**src/rtl/fetch_unit_if.sv**
```systemverilog
// Fetch sequencer bus: control request, instruction memory, IR/PC updates.
// Optional perf counters appear when FETCH_PERF_EN is defined.
interface fetch_unit_if;
  logic        Fetch_Req;
  logic [31:0] PC_In;
  logic [31:0] Mem_Data;
  logic [31:0] Mem_Addr;
  logic        Mem_Rd;
  logic [31:0] Instr;
  logic        IR_Write;
  logic [31:0] PC_Next;
  logic        PC_Load;
  logic        Busy;
  logic        Done;
  logic        Fault;
`ifdef FETCH_PERF_EN
  logic [31:0] Fetch_Count;
  logic [15:0] Fault_Count;
`endif

  modport slave (
    input  Fetch_Req, PC_In, Mem_Data,
    output Mem_Addr, Mem_Rd, Instr, IR_Write,
    output PC_Next, PC_Load, Busy, Done, Fault
`ifdef FETCH_PERF_EN
    , output Fetch_Count, Fault_Count
`endif
  );

  modport master (
    output Fetch_Req, PC_In, Mem_Data,
    input  Mem_Addr, Mem_Rd, Instr, IR_Write,
    input  PC_Next, PC_Load, Busy, Done, Fault
`ifdef FETCH_PERF_EN
    , input Fetch_Count, Fault_Count
`endif
  );
endinterface

```
**src/rtl/fetch_unit.sv**
```systemverilog
// Multicycle instruction fetch: IDLE -> READ x MEM_LAT -> CAPTURE.
// Misaligned PC goes to FAULT. Perf counters under FETCH_PERF_EN.
module fetch_unit #(
  parameter int unsigned MEM_LAT    = 3,
  parameter logic [31:0] RESET_ADDR = 32'h0000_0000
) (
  input logic        Clk,
  input logic        Reset,
  fetch_unit_if.slave bus
);

  if (MEM_LAT < 1 || MEM_LAT > 15) begin : g_lat_chk
    $error("fetch_unit: MEM_LAT must be 1..15");
  end

  typedef enum logic [1:0] {
    IDLE, READ, CAPTURE, FAULT
  } state_t;

  state_t      state_q;
  logic [3:0]  cnt_q;
  logic [31:0] addr_q;
  logic [31:0] instr_q;
  logic [31:0] pc_next_q;
  logic        rd_q;
  logic        ir_we_q;
  logic        pc_ld_q;
  logic        busy_q;
  logic        done_q;
  logic        fault_q;

  localparam logic [3:0] LAT_M1 = 4'(MEM_LAT - 1);

  // FSM with all outputs registered on the transition into each state
  always_ff @(posedge Clk) begin
    if (Reset) begin
      state_q   <= IDLE;
      cnt_q     <= '0;
      addr_q    <= RESET_ADDR;
      instr_q   <= '0;
      pc_next_q <= RESET_ADDR;
      rd_q      <= 1'b0;
      ir_we_q   <= 1'b0;
      pc_ld_q   <= 1'b0;
      busy_q    <= 1'b0;
      done_q    <= 1'b0;
      fault_q   <= 1'b0;
    end else begin
      ir_we_q <= 1'b0;
      pc_ld_q <= 1'b0;
      done_q  <= 1'b0;
      fault_q <= 1'b0;
      unique case (state_q)
        IDLE: begin
          if (bus.Fetch_Req) begin
            busy_q <= 1'b1;
            if (bus.PC_In[1:0] == 2'b00) begin
              state_q <= READ;
              addr_q  <= bus.PC_In;
              cnt_q   <= LAT_M1;
              rd_q    <= 1'b1;
            end else begin
              state_q <= FAULT;
              done_q  <= 1'b1;
              fault_q <= 1'b1;
            end
          end
        end
        READ: begin
          if (cnt_q == 4'd0) begin
            state_q   <= CAPTURE;
            rd_q      <= 1'b0;
            instr_q   <= bus.Mem_Data;
            ir_we_q   <= 1'b1;
            pc_ld_q   <= 1'b1;
            done_q    <= 1'b1;
            pc_next_q <= addr_q + 32'd4;
          end else begin
            cnt_q <= cnt_q - 4'd1;
          end
        end
        CAPTURE: begin
          state_q <= IDLE;
          busy_q  <= 1'b0;
        end
        FAULT: begin
          state_q <= IDLE;
          busy_q  <= 1'b0;
        end
        default: state_q <= IDLE;
      endcase
    end
  end

`ifdef FETCH_PERF_EN
  logic [31:0] fetch_cnt_q;
  logic [15:0] fault_cnt_q;

  // Count completed fetches and misaligned faults; both wrap
  always_ff @(posedge Clk) begin
    if (Reset) begin
      fetch_cnt_q <= '0;
      fault_cnt_q <= '0;
    end else begin
      if (state_q == CAPTURE)
        fetch_cnt_q <= fetch_cnt_q + 32'd1;
      if (state_q == FAULT)
        fault_cnt_q <= fault_cnt_q + 16'd1;
    end
  end

  assign bus.Fetch_Count = fetch_cnt_q;
  assign bus.Fault_Count = fault_cnt_q;
`endif

  assign bus.Mem_Addr = addr_q;
  assign bus.Mem_Rd   = rd_q;
  assign bus.Instr    = instr_q;
  assign bus.IR_Write = ir_we_q;
  assign bus.PC_Next  = pc_next_q;
  assign bus.PC_Load  = pc_ld_q;
  assign bus.Busy     = busy_q;
  assign bus.Done     = done_q;
  assign bus.Fault    = fault_q;

endmodule
```
**src/flat_wrapper.sv**
```systemverilog
// flat-port wrapper written by rule: the top's interface ports become plain ports
module fetch_unit_flat 
#(
  parameter int unsigned MEM_LAT    = 3,
  parameter logic [31:0] RESET_ADDR = 32'h0000_0000
)
  (Clk, Reset, bus_Fetch_Req, bus_PC_In, bus_Mem_Data, bus_Mem_Addr, bus_Mem_Rd, bus_Instr, bus_IR_Write, bus_PC_Next, bus_PC_Load, bus_Busy, bus_Done, bus_Fault);
  fetch_unit_if bus_i ();
  input logic Clk;
  input logic Reset;
  input wire logic [$bits(bus_i.Fetch_Req)-1:0] bus_Fetch_Req;
  input wire logic [$bits(bus_i.PC_In)-1:0] bus_PC_In;
  input wire logic [$bits(bus_i.Mem_Data)-1:0] bus_Mem_Data;
  output wire logic [$bits(bus_i.Mem_Addr)-1:0] bus_Mem_Addr;
  output wire logic [$bits(bus_i.Mem_Rd)-1:0] bus_Mem_Rd;
  output wire logic [$bits(bus_i.Instr)-1:0] bus_Instr;
  output wire logic [$bits(bus_i.IR_Write)-1:0] bus_IR_Write;
  output wire logic [$bits(bus_i.PC_Next)-1:0] bus_PC_Next;
  output wire logic [$bits(bus_i.PC_Load)-1:0] bus_PC_Load;
  output wire logic [$bits(bus_i.Busy)-1:0] bus_Busy;
  output wire logic [$bits(bus_i.Done)-1:0] bus_Done;
  output wire logic [$bits(bus_i.Fault)-1:0] bus_Fault;
  assign bus_i.Fetch_Req = bus_Fetch_Req;
  assign bus_i.PC_In = bus_PC_In;
  assign bus_i.Mem_Data = bus_Mem_Data;
  assign bus_Mem_Addr = bus_i.Mem_Addr;
  assign bus_Mem_Rd = bus_i.Mem_Rd;
  assign bus_Instr = bus_i.Instr;
  assign bus_IR_Write = bus_i.IR_Write;
  assign bus_PC_Next = bus_i.PC_Next;
  assign bus_PC_Load = bus_i.PC_Load;
  assign bus_Busy = bus_i.Busy;
  assign bus_Done = bus_i.Done;
  assign bus_Fault = bus_i.Fault;
  fetch_unit #(.MEM_LAT(MEM_LAT), .RESET_ADDR(RESET_ADDR)) u_core (.Clk(Clk), .Reset(Reset), .bus(bus_i));
endmodule
```
**config.mk**
```make
export PLATFORM = sky130hd
export DESIGN_NAME = fetch_unit_flat
export DESIGN_NICKNAME = d
export VERILOG_FILES = /design/src/rtl/fetch_unit_if.sv /design/src/rtl/fetch_unit.sv /design/src/flat_wrapper.sv
export SDC_FILE = /design/constraint.sdc
export NUM_CORES = 1
export LEC_CHECK = 0
export BUFFER_PORTS_ARGS = -buffer_cell sky130_fd_sc_hd__clkbuf_2
export CORE_AREA = 2 2 102 104
export CTS_CLUSTER_DIAMETER = 80
export DETAILED_ROUTE_END_ITERATION = 6
export DIE_AREA = 0 0 104 106
export PLACE_DENSITY = 0.75
export RECOVER_POWER = 50
export SLEW_MARGIN = 20
export SYNTH_ARGS = -nofsm -noshare
export SYNTH_HDL_FRONTEND = slang
export SYNTH_SLANG_ARGS = --single-unit
```
**constraint.sdc**
```tcl
create_clock -name Clk -period 2.5 [get_ports Clk]
set_input_delay 0.5 -clock Clk [delete_from_list [all_inputs] [get_ports Clk]]
set_output_delay 0.5 -clock Clk [all_outputs]
set_load 0.02 [all_outputs]
```
# Word level (Yosys, flattened, before mapping)
# Cells that the tools add are included.
classes:
  add_sub_neg: 2
  mul: 0
  div: 0
  n_lt_le_gt_ge: 0
  eq_ne: 7
  shifts: 0
  n_mux: 18
  bitwise: 2
  n_reduce_logical: 14
op_table:
  columns: ["operator", "n"]
  rows:
  - ["$add 32x3->32 const B", 1]
  - ["$mux 4", 3]
  - ["$pmux 4 s2", 1]
  - ["$reduce_and 4->1", 2]
  - ["$mux 1", 7]
  - ["$mux 2", 3]
  - ["$pmux 1 s2", 3]
  - ["$pmux 2 s3", 1]
  - ["$reduce_and 2->1", 3]
  - ["$reduce_or 2->1", 3]
  - ["$eq 2x2->1 const B", 2]
  - ["$logic_not 2->1", 2]
  - ["$logic_not 4->1", 1]
  - ["$ne 2x1->1 const B", 2]
  - ["$ne 2x2->1 const B", 2]
  - ["$reduce_bool 2->1", 2]
  - ["$sub 4x1->4 const B", 1]
  - ["$reduce_and 3->1", 1]
  - ["$eq 2x1->1 const B", 1]
  - ["$not 1->1", 2]
totals:
  ff_bits: 107
  latch_bits: 0
  ram_bits: 0
  romBits: 0
  inputBits: 67
  output_inout_bits: 102
  word_cells: 53
  memories: 0

# Logic depth before layout (Yosys ltp)
# Gate-level depths: netlist (run 1).
logic_depth:
  ltp_word: 4
  ltp_mapped: 8

# Worst setup path before layout (run 1)
# Ideal clock, no wire load.
synth_path:
  path_type: "flip-flop to flip-flop"
  start: "register u_core.addr_q[13] (netlist: u_core.bus.Mem_Addr[13])"
  end: "register u_core.pc_next_q[19] (netlist: u_core.bus.PC_Next[19])"
  setup_ns: 0.091
  t_arrival_ns: 1.845
  setup_slack_ns: 0.564
  stages_incl_launch_ff: 6
  path_buffers: 1
  synth_period_minus_slack_ns: 1.936
  path_cell_list: "dfxtp_1 buf_4 nand4_1 or4_4 or3_1 a311oi_1"
synth_via:
  elab_chain_cells: 1
synth_lines:
  columns: ["element", "line", "text"]
  rows:
  - ["start: declaration", "fetch_unit.sv:22", "logic [31:0] addr_q;"]
  - ["start signal: assignment", "fetch_unit.sv:59", "addr_q <= bus.PC_In;"]
  - ["$add 32x3->32", "fetch_unit.sv:77", "pc_next_q <= addr_q + 32'd4;"]
  - ["end signal: assignment", "fetch_unit.sv:77", null]
  - ["end: declaration", "fetch_unit.sv:24", "logic [31:0] pc_next_q;"]
# No other way between the ends.
# A chain may end at the register's enable or synchronous reset.

# Worst setup path in the final report (run 1)
layout_path:
  start: "register u_core.cnt_q[0]"
  end: "register u_core.state_q[1]"
layout_via:
  elab_chain_cells: 3
layout_lines:
  columns: ["element", "line", "text"]
  rows:
  - ["start: declaration", "fetch_unit.sv:21", "logic [3:0] cnt_q;"]
  - ["start signal: assignment", "fetch_unit.sv:79", "cnt_q <= cnt_q - 4'd1;"]
  - ["$logic_not 4->1", "fetch_unit.sv:70", "if (cnt_q == 4'd0) begin"]
  - ["$ne 2x1->1 (no line)", null, null]
  - ["$reduce_and 2->1 (no line)", null, null]
  - ["end signal: assignment", "fetch_unit.sv:71", "state_q <= CAPTURE;"]
  - ["end signal: assignment", "fetch_unit.sv:83", "state_q <= IDLE;"]
  - ["end signal: assignment", "fetch_unit.sv:87", "state_q <= IDLE;"]
  - ["end: declaration", "fetch_unit.sv:20", "state_t state_q;"]
# No other way between the ends.

==> results of run 1 <==
-- per-layer routing --
layer / vias to the layer above / routed length (um) / GRT usage / share of wire
li1: 2157 / - / - / -
met4: 0 / 162 / 0.0801 / 0.014
met3: 13 / 726 / 0.0460 / 0.065
met2: 144 / 5340 / 0.336 / 0.48
met5: - / 0 / 0 / 0
met1: 1951 / 4990 / 0.253 / 0.45
-- registers in the layout, indices dropped and copies added (netlist names) --
register,cells
u_core.bus.Busy,1
u_core.bus.Fault,1
u_core.cnt_q,4
u_core.bus.Instr,32
u_core.bus.Mem_Addr,32
u_core.bus.Mem_Rd,1
u_core.bus.PC_Next,32
u_core.bus.Done,1
u_core.state_q,2
u_core.bus.PC_Load,1
-- area by class of cell --
cell class,count,area (um^2),share of cell area
Sequential cell,107,2140,0.395
Multi-Input combinational cell,379,2000,0.368
Timing Repair Buffer,181,857,0.158
Tap cell,136,170,0.0314
Clock buffer,12,155,0.0286
Inverter,14,52.6,0.00969
Clock inverter,4,48.8,0.00900
-- worst min path at each step --
stage,slack [ns],end,depth (start not counted)
floorplan,0.46,u_core.cnt_q[3]$_SDFFE_PP0P_,2
global placement,0.44,u_core.bus.Instr[14]$_SDFFE_PP0P_,2
detailed placement,0.45,u_core.bus.PC_Next[0]$_SDFFE_PP0P_,2
CTS,0.32,u_core.bus.Instr[1]$_SDFFE_PP0P_,3
global route,0.32,u_core.bus.Instr[3]$_SDFFE_PP0P_,3
finish,0.34,u_core.bus.Mem_Addr[27]$_SDFFE_PP0P_,3
-- power groups by stage --
| stage | sequential, uW | combinational [uW] | clock [uW] |
|---|---|---|---|
| global placement | 1980 | 752 | 0 |
| floorplan | 2110 | 342 | 0 |
| global route | 1960 | 813 | 1190 |
| detailed placement | 1980 | 774 | 0 |
| CTS | 1950 | 776 | 1120 |
| finish | 1940 | 734 | 1090 |
-- placed cells by master, fill, tap and decap left out, types with 2 or more instances in the layout --
cell,count
or4_1,3
clkbuf_1,92
clkinv_2,2
o21ai_0,6
dfxtp_1,107
nand4_1,9
and2_1,2
clkbuf_2,79
and4_1,10
or3_1,3
a21oi_1,68
nand2_1,136
nor3_1,9
and3_1,2
o31ai_1,2
xnor2_1,11
or2_2,2
xor2_1,3
nor3b_1,2
buf_12,3
nor2_1,38
buf_4,8
a21boi_0,3
nand3_1,10
a211oi_1,28
ha_1,3
nor4_1,17
a311oi_1,3
clkbuf_8,11
inv_1,14
-- through the flow --
step	instance area, um^2	hold slack [ns]	power (uW)	utilization
after floorplan	4350	0.456	2460	-
after global placement	5350	0.440	2730	0.535
after detailed placement	5350	0.447	2760	0.535
after CTS	5550	0.321	3840	0.555
after global routing	5420	0.323	3970	0.542
final	5420	0.341	3760	0.542
-- tightest hold or removal path, stage by stage --
cell and delay, ns:
clkbuf_2 0.08, nand2_1 0.04, a21oi_1 0.05
-- logic make-up after synthesis --
group / synth area share
simple gates: 0.267
fa+ha+maj: 0.00864
buf+inv: 0.0507
flops: 0.493
compound gates: 0.152
xor+xnor: 0.0282
==> out/metrics.yaml, run 1 <==
run_status:
  run_status: "complete, no violations"
sta:
  fin_skew_ns: 0.0119
  relSlewSlack: 0.558
  hold_violations: 0
  worstMarginPinSlew_ns: 0.662
  fmaxAchievable_mhz: 468
  fin_crit_ns: 2.14
  post-route-period-util: 0.854
  rsz0062_at_grt: "false"
  slew_viol_final: 0
  tns_ns: 0
  setup_ws_ns: 0.365
  setup_viol: 0
pwr:
  p_int_uw: 2610
  power_leakage_uw: 0.00193
  p_clk_frac: 0.289
  powerDensity_nw_per_um2: 694
  combPwrFrac: 0.195
  p_switching_uw: 1150
  peakVddDrop_mv: 0.284
  pwr-share-seq: 0.516
  power.share.switching: 0.307
place:
  pre_cts_ws_ns: 0.382
  dp_cells: 817
  place_congestion: 0.780
  portBuffers: 168
  dp_hpwl_mm: 8.11
detailed_routing:
  drt_wl_total_mm: 11.2
  drtIter0Drc: 205
  ant_nets: 0
  wl_per_cell_um: 13.5
  via_per_inst: 5.12
  dr.pass1.iters: 4
  vias: 4265
  drc: 0
yosys:
  synth_area_leaders: "dfxtp_1 49%, nand2_1 12%, a21oi_1 7.8%"
  synthCells: 540
  synth_edf_count: 0
  synth_fp_nets: 610
  ys_seq_elements: 107
  postSynthAreaPerCell_um2: 8.05
  yosys_warnings: 0
  synth_ff_type: "dfxtp_1"
  synth_top_area_cell: "dfxtp_1"
  yosysSeqAreaShare: 0.493
  synthDistinctLibCells: 36
  async_reset_ff_frac: 0
  yosysMostFrequentCell: "nand2_1"
  synthDominantCellAreaShare: 0.493
  ys_top_cells_by_count: "136 x nand2_1, 107 x dfxtp_1, 68 x a21oi_1"
  netlist_area_um2: 4350
clock_tree:
  post_cts.repair.setup_buffers: 0
  cts_tree: "built"
  clkSinkCount: 107
  clkTransAtPathRegs_ns: 0.10
  cts_buffers: 9
  clk_path_buf_depth: 2
  h-tree-depth: 3
  cts_root_buf: "clkbuf_8"
  clk_latency_ns: 0.37
  hold_buffers: 0
  post_cts_resize_count: 0
setup_path:
  startpoint_type: "flip-flop"
  crit_buf_inv: 2
  worstSetupEndpointType: "flip-flop"
  rr_worst_depth: 7
  cp.required_ns: 2.82
  cp-startpoint: "u_core.cnt_q[0]$_SDFFE_PP0P_"
  ff2ff_setup_slack_ns: 0.36
  path_cells: "inv_1 > ha_1 > or3b_1 > or3_2 > buf_12 > nor2_1 > or2_2"
  regToRegEndpoint: "u_core.state_q[1]$_SDFFE_PP0P_"
  cp.arrival_ns: 2.46
  crit_path_end: "u_core.state_q[1]$_SDFFE_PP0P_"
  path_delay_family: "simple AND/OR/NAND/NOR gates"
  criticalPathCategory: "reg2reg"
  crit_path_top_delay_cell: "or3_2"
  slowest_delay_ns: 0.64
  crit_fanout: 32
  crit_cells: 7
  worstReg2RegStart: "u_core.cnt_q[0]$_SDFFE_PP0P_"
die:
  die_x_um: 104
  rows: 37
  die_h_um: 106
  die-area_um2: 11000
  ios: 169
  core_um2: 10000
  initial_utilization: 0.435
final_layout:
  final_nets: 762
  fillers: 1021
  fin_cells: 833
  drive_above_1_share: 0.162
  antenna_cells: 0
  area_growth_pct: 24.8
global_routing:
  grt_pass1_vias: 3869
  antenna_found_initial: 0
  grt_usage: 0.201
  grt_pass1_wl_mm: 18.3
  grt_max_degree: 58
  grt_overflow_total: 0
hold_path:
  min_path_type: "in2reg"
  min_from: "bus_PC_In[27]"
run:
  maxCapViolCount: 0
Power figures use the tool's default switching activity.
==> run 2: changes to the inputs <==
MAX_ROUTING_LAYER = met4   (was unset)
==> out/metrics.yaml, run 2 (same netlist as run 1, synthesis figures left out) <==
final_layout:
  design_area_um2: 5420  # unchanged
  fillers: 1021  # unchanged
  ff_latch_area_um2: 2140  # unchanged
  area_growth_pct: 24.8  # unchanged
  antenna_cells: 0  # unchanged
  fin_cells: 833  # unchanged
  multiInputGateArea_um2: 2000  # unchanged
  layout_common_cells: "136 x nand2_1, 107 x dfxtp_1, 92 x clkbuf_1"
  drive_above_1_share: 0.162  # unchanged
  final_nets: 762  # unchanged
  layout_commonest_cell: "nand2_1"
global_routing:
  grt_pass1_vias: 3861  # -0.21%
  grt_max_degree: 58  # unchanged
  grt_overflow_total: 0  # unchanged
  grt_pass1_wl_mm: 18.3  # +0.11%
  antenna_found_initial: 0  # unchanged
  grt_usage: 0.207  # +0.00597
sta:
  setup_ws_ns: 0.364  # -0.00142 ns
  setup_viol: 0  # unchanged
  fin_skew_ns: 0.0126  # +0.000703 ns
  worstMarginPinSlew_ns: 0.660  # -0.00208 ns
  hold_violations: 0  # unchanged
  fin_crit_ns: 2.14  # +0.00142 ns
  post-route-period-util: 0.855  # about the same
  relSlewSlack: 0.560  # +0.00139
  tns_ns: 0  # unchanged
  fmaxAchievable_mhz: 468  # about the same
  slew_viol_final: 0  # unchanged
  rsz0062_at_grt: "false"
setup_path:
  cp.arrival_ns: 2.46  # about the same
  startpoint_type: "flip-flop"
  crit_path_top_delay_cell: "or3_2"
  path_cells: "inv_1 > ha_1 > or3b_1 > or3_2 > buf_12 > nor2_1 > or2_2"
  cp.required_ns: 2.82  # about the same
  path_delay_family: "simple AND/OR/NAND/NOR gates"
  criticalPathCategory: "reg2reg"
  crit_buf_inv: 2  # unchanged
  slowest_delay_ns: 0.63  # about the same
  worstSetupEndpointType: "flip-flop"
  crit_fanout: 32  # unchanged
detailed_routing:
  drc: 0  # unchanged
  vias: 4277  # +0.28%
  dr.pass1.iters: 4  # unchanged
  ant_nets: 0  # unchanged
  wl_per_cell_um: 13.5  # +0.37%
  drt_wl_total_mm: 11.3  # +0.37%
  drtIter0Drc: 211  # +2.9%
  via_per_inst: 5.13  # +0.28%
die:
  die-area_um2: 11000  # unchanged
  die_x_um: 104  # unchanged
  initial_utilization: 0.435  # unchanged
  die_h_um: 106  # unchanged
  rows: 37  # unchanged
  core_um2: 10000  # unchanged
  ios: 169  # unchanged
clock_tree:
  hold_buffers: 0  # unchanged
  cts_buffers: 9  # unchanged
  h-tree-depth: 3  # unchanged
  cts_tree: "built"
  clkTransAtPathRegs_ns: 0.10  # about the same
  clkSinkCount: 107  # unchanged
  cts_root_buf: "clkbuf_8"
  post_cts_resize_count: 0  # unchanged
  clk_path_buf_depth: 2  # unchanged
  clk_latency_ns: 0.37  # about the same
  post_cts.repair.setup_buffers: 0  # unchanged
place:
  dp_cells: 817  # unchanged
  placed_area_um2: 5350  # unchanged
  portBuffers: 168  # unchanged
  place_congestion: 0.791  # +1.4%
  dp_hpwl_mm: 8.11  # unchanged
  pre_cts_ws_ns: 0.382  # unchanged
run:
  maxCapViolCount: 0  # unchanged
pwr:
  peakVddDrop_mv: 0.285  # +0.16%
  power_leakage_uw: 0.00193  # unchanged
  powerDensity_nw_per_um2: 694  # about the same
  power_uw: 3760  # about the same
run_status:
  run_status: "complete, no violations"
hold_path:
  min_path_type: "in2reg"
-- run 2: per-layer routing --
layer / vias to the layer above / share of wire / track usage
met5: - / 0 / -
met4: 0 / 0.010 / 0.0801
met3: 11 / 0.067 / 0.0435
met2: 155 / 0.48 / 0.336
met1: 1953 / 0.45 / 0.255
li1: 2158 / - / -
-- run 2: metrics by stage --
stage | utilization | hold slack, ns
after floorplan | - | 0.456
after global placement | 0.535 | 0.440
after detailed placement | 0.535 | 0.447
after CTS | 0.555 | 0.321
after global routing | 0.542 | 0.321
final | 0.542 | 0.340
-- run 2: worst min-delay path, delay by kind of cell --
kind | cells | cell delay [ns]
and+or+nand+nor | 1 | 0.04
AOI/OAI and AO/OA | 1 | 0.05
buffers and inverters | 1 | 0.08
-- run 2: worst paths after layout --
check	slack, ns	depth (start not counted)	from	to
hold / removal	0.34	3	bus_Mem_Data[1]	u_core.bus.Instr[1]$_SDFFE_PP0P_
setup / recovery	0.36	7	u_core.cnt_q[0]$_SDFFE_PP0P_	u_core.state_q[1]$_SDFFE_PP0P_
setup reg to reg	0.36	7	u_core.cnt_q[0]$_SDFFE_PP0P_	u_core.state_q[1]$_SDFFE_PP0P_
hold reg to reg	0.46	2	u_core.bus.PC_Next[0]$_SDFFE_PP0P_	u_core.bus.PC_Next[0]$_SDFFE_PP0P_
-- run 2: power by group --
group	leakage [uW]	switching, uW	internal [uW]	total, uW
registers	0.000870	102	1840	1940
logic	0.000955	485	249	734
clock network	0.000106	569	517	1090
total	0.00193	1160	2610	3760
-- run 2: layout make-up --
class                   count  area share
clock buffers              12      0.0286
clock inverters             4     0.00900
inverters                  14     0.00969
multi-input cells         379       0.368
flip-flops and latches    107       0.395
well taps                 136      0.0314
repair buffers            181       0.158
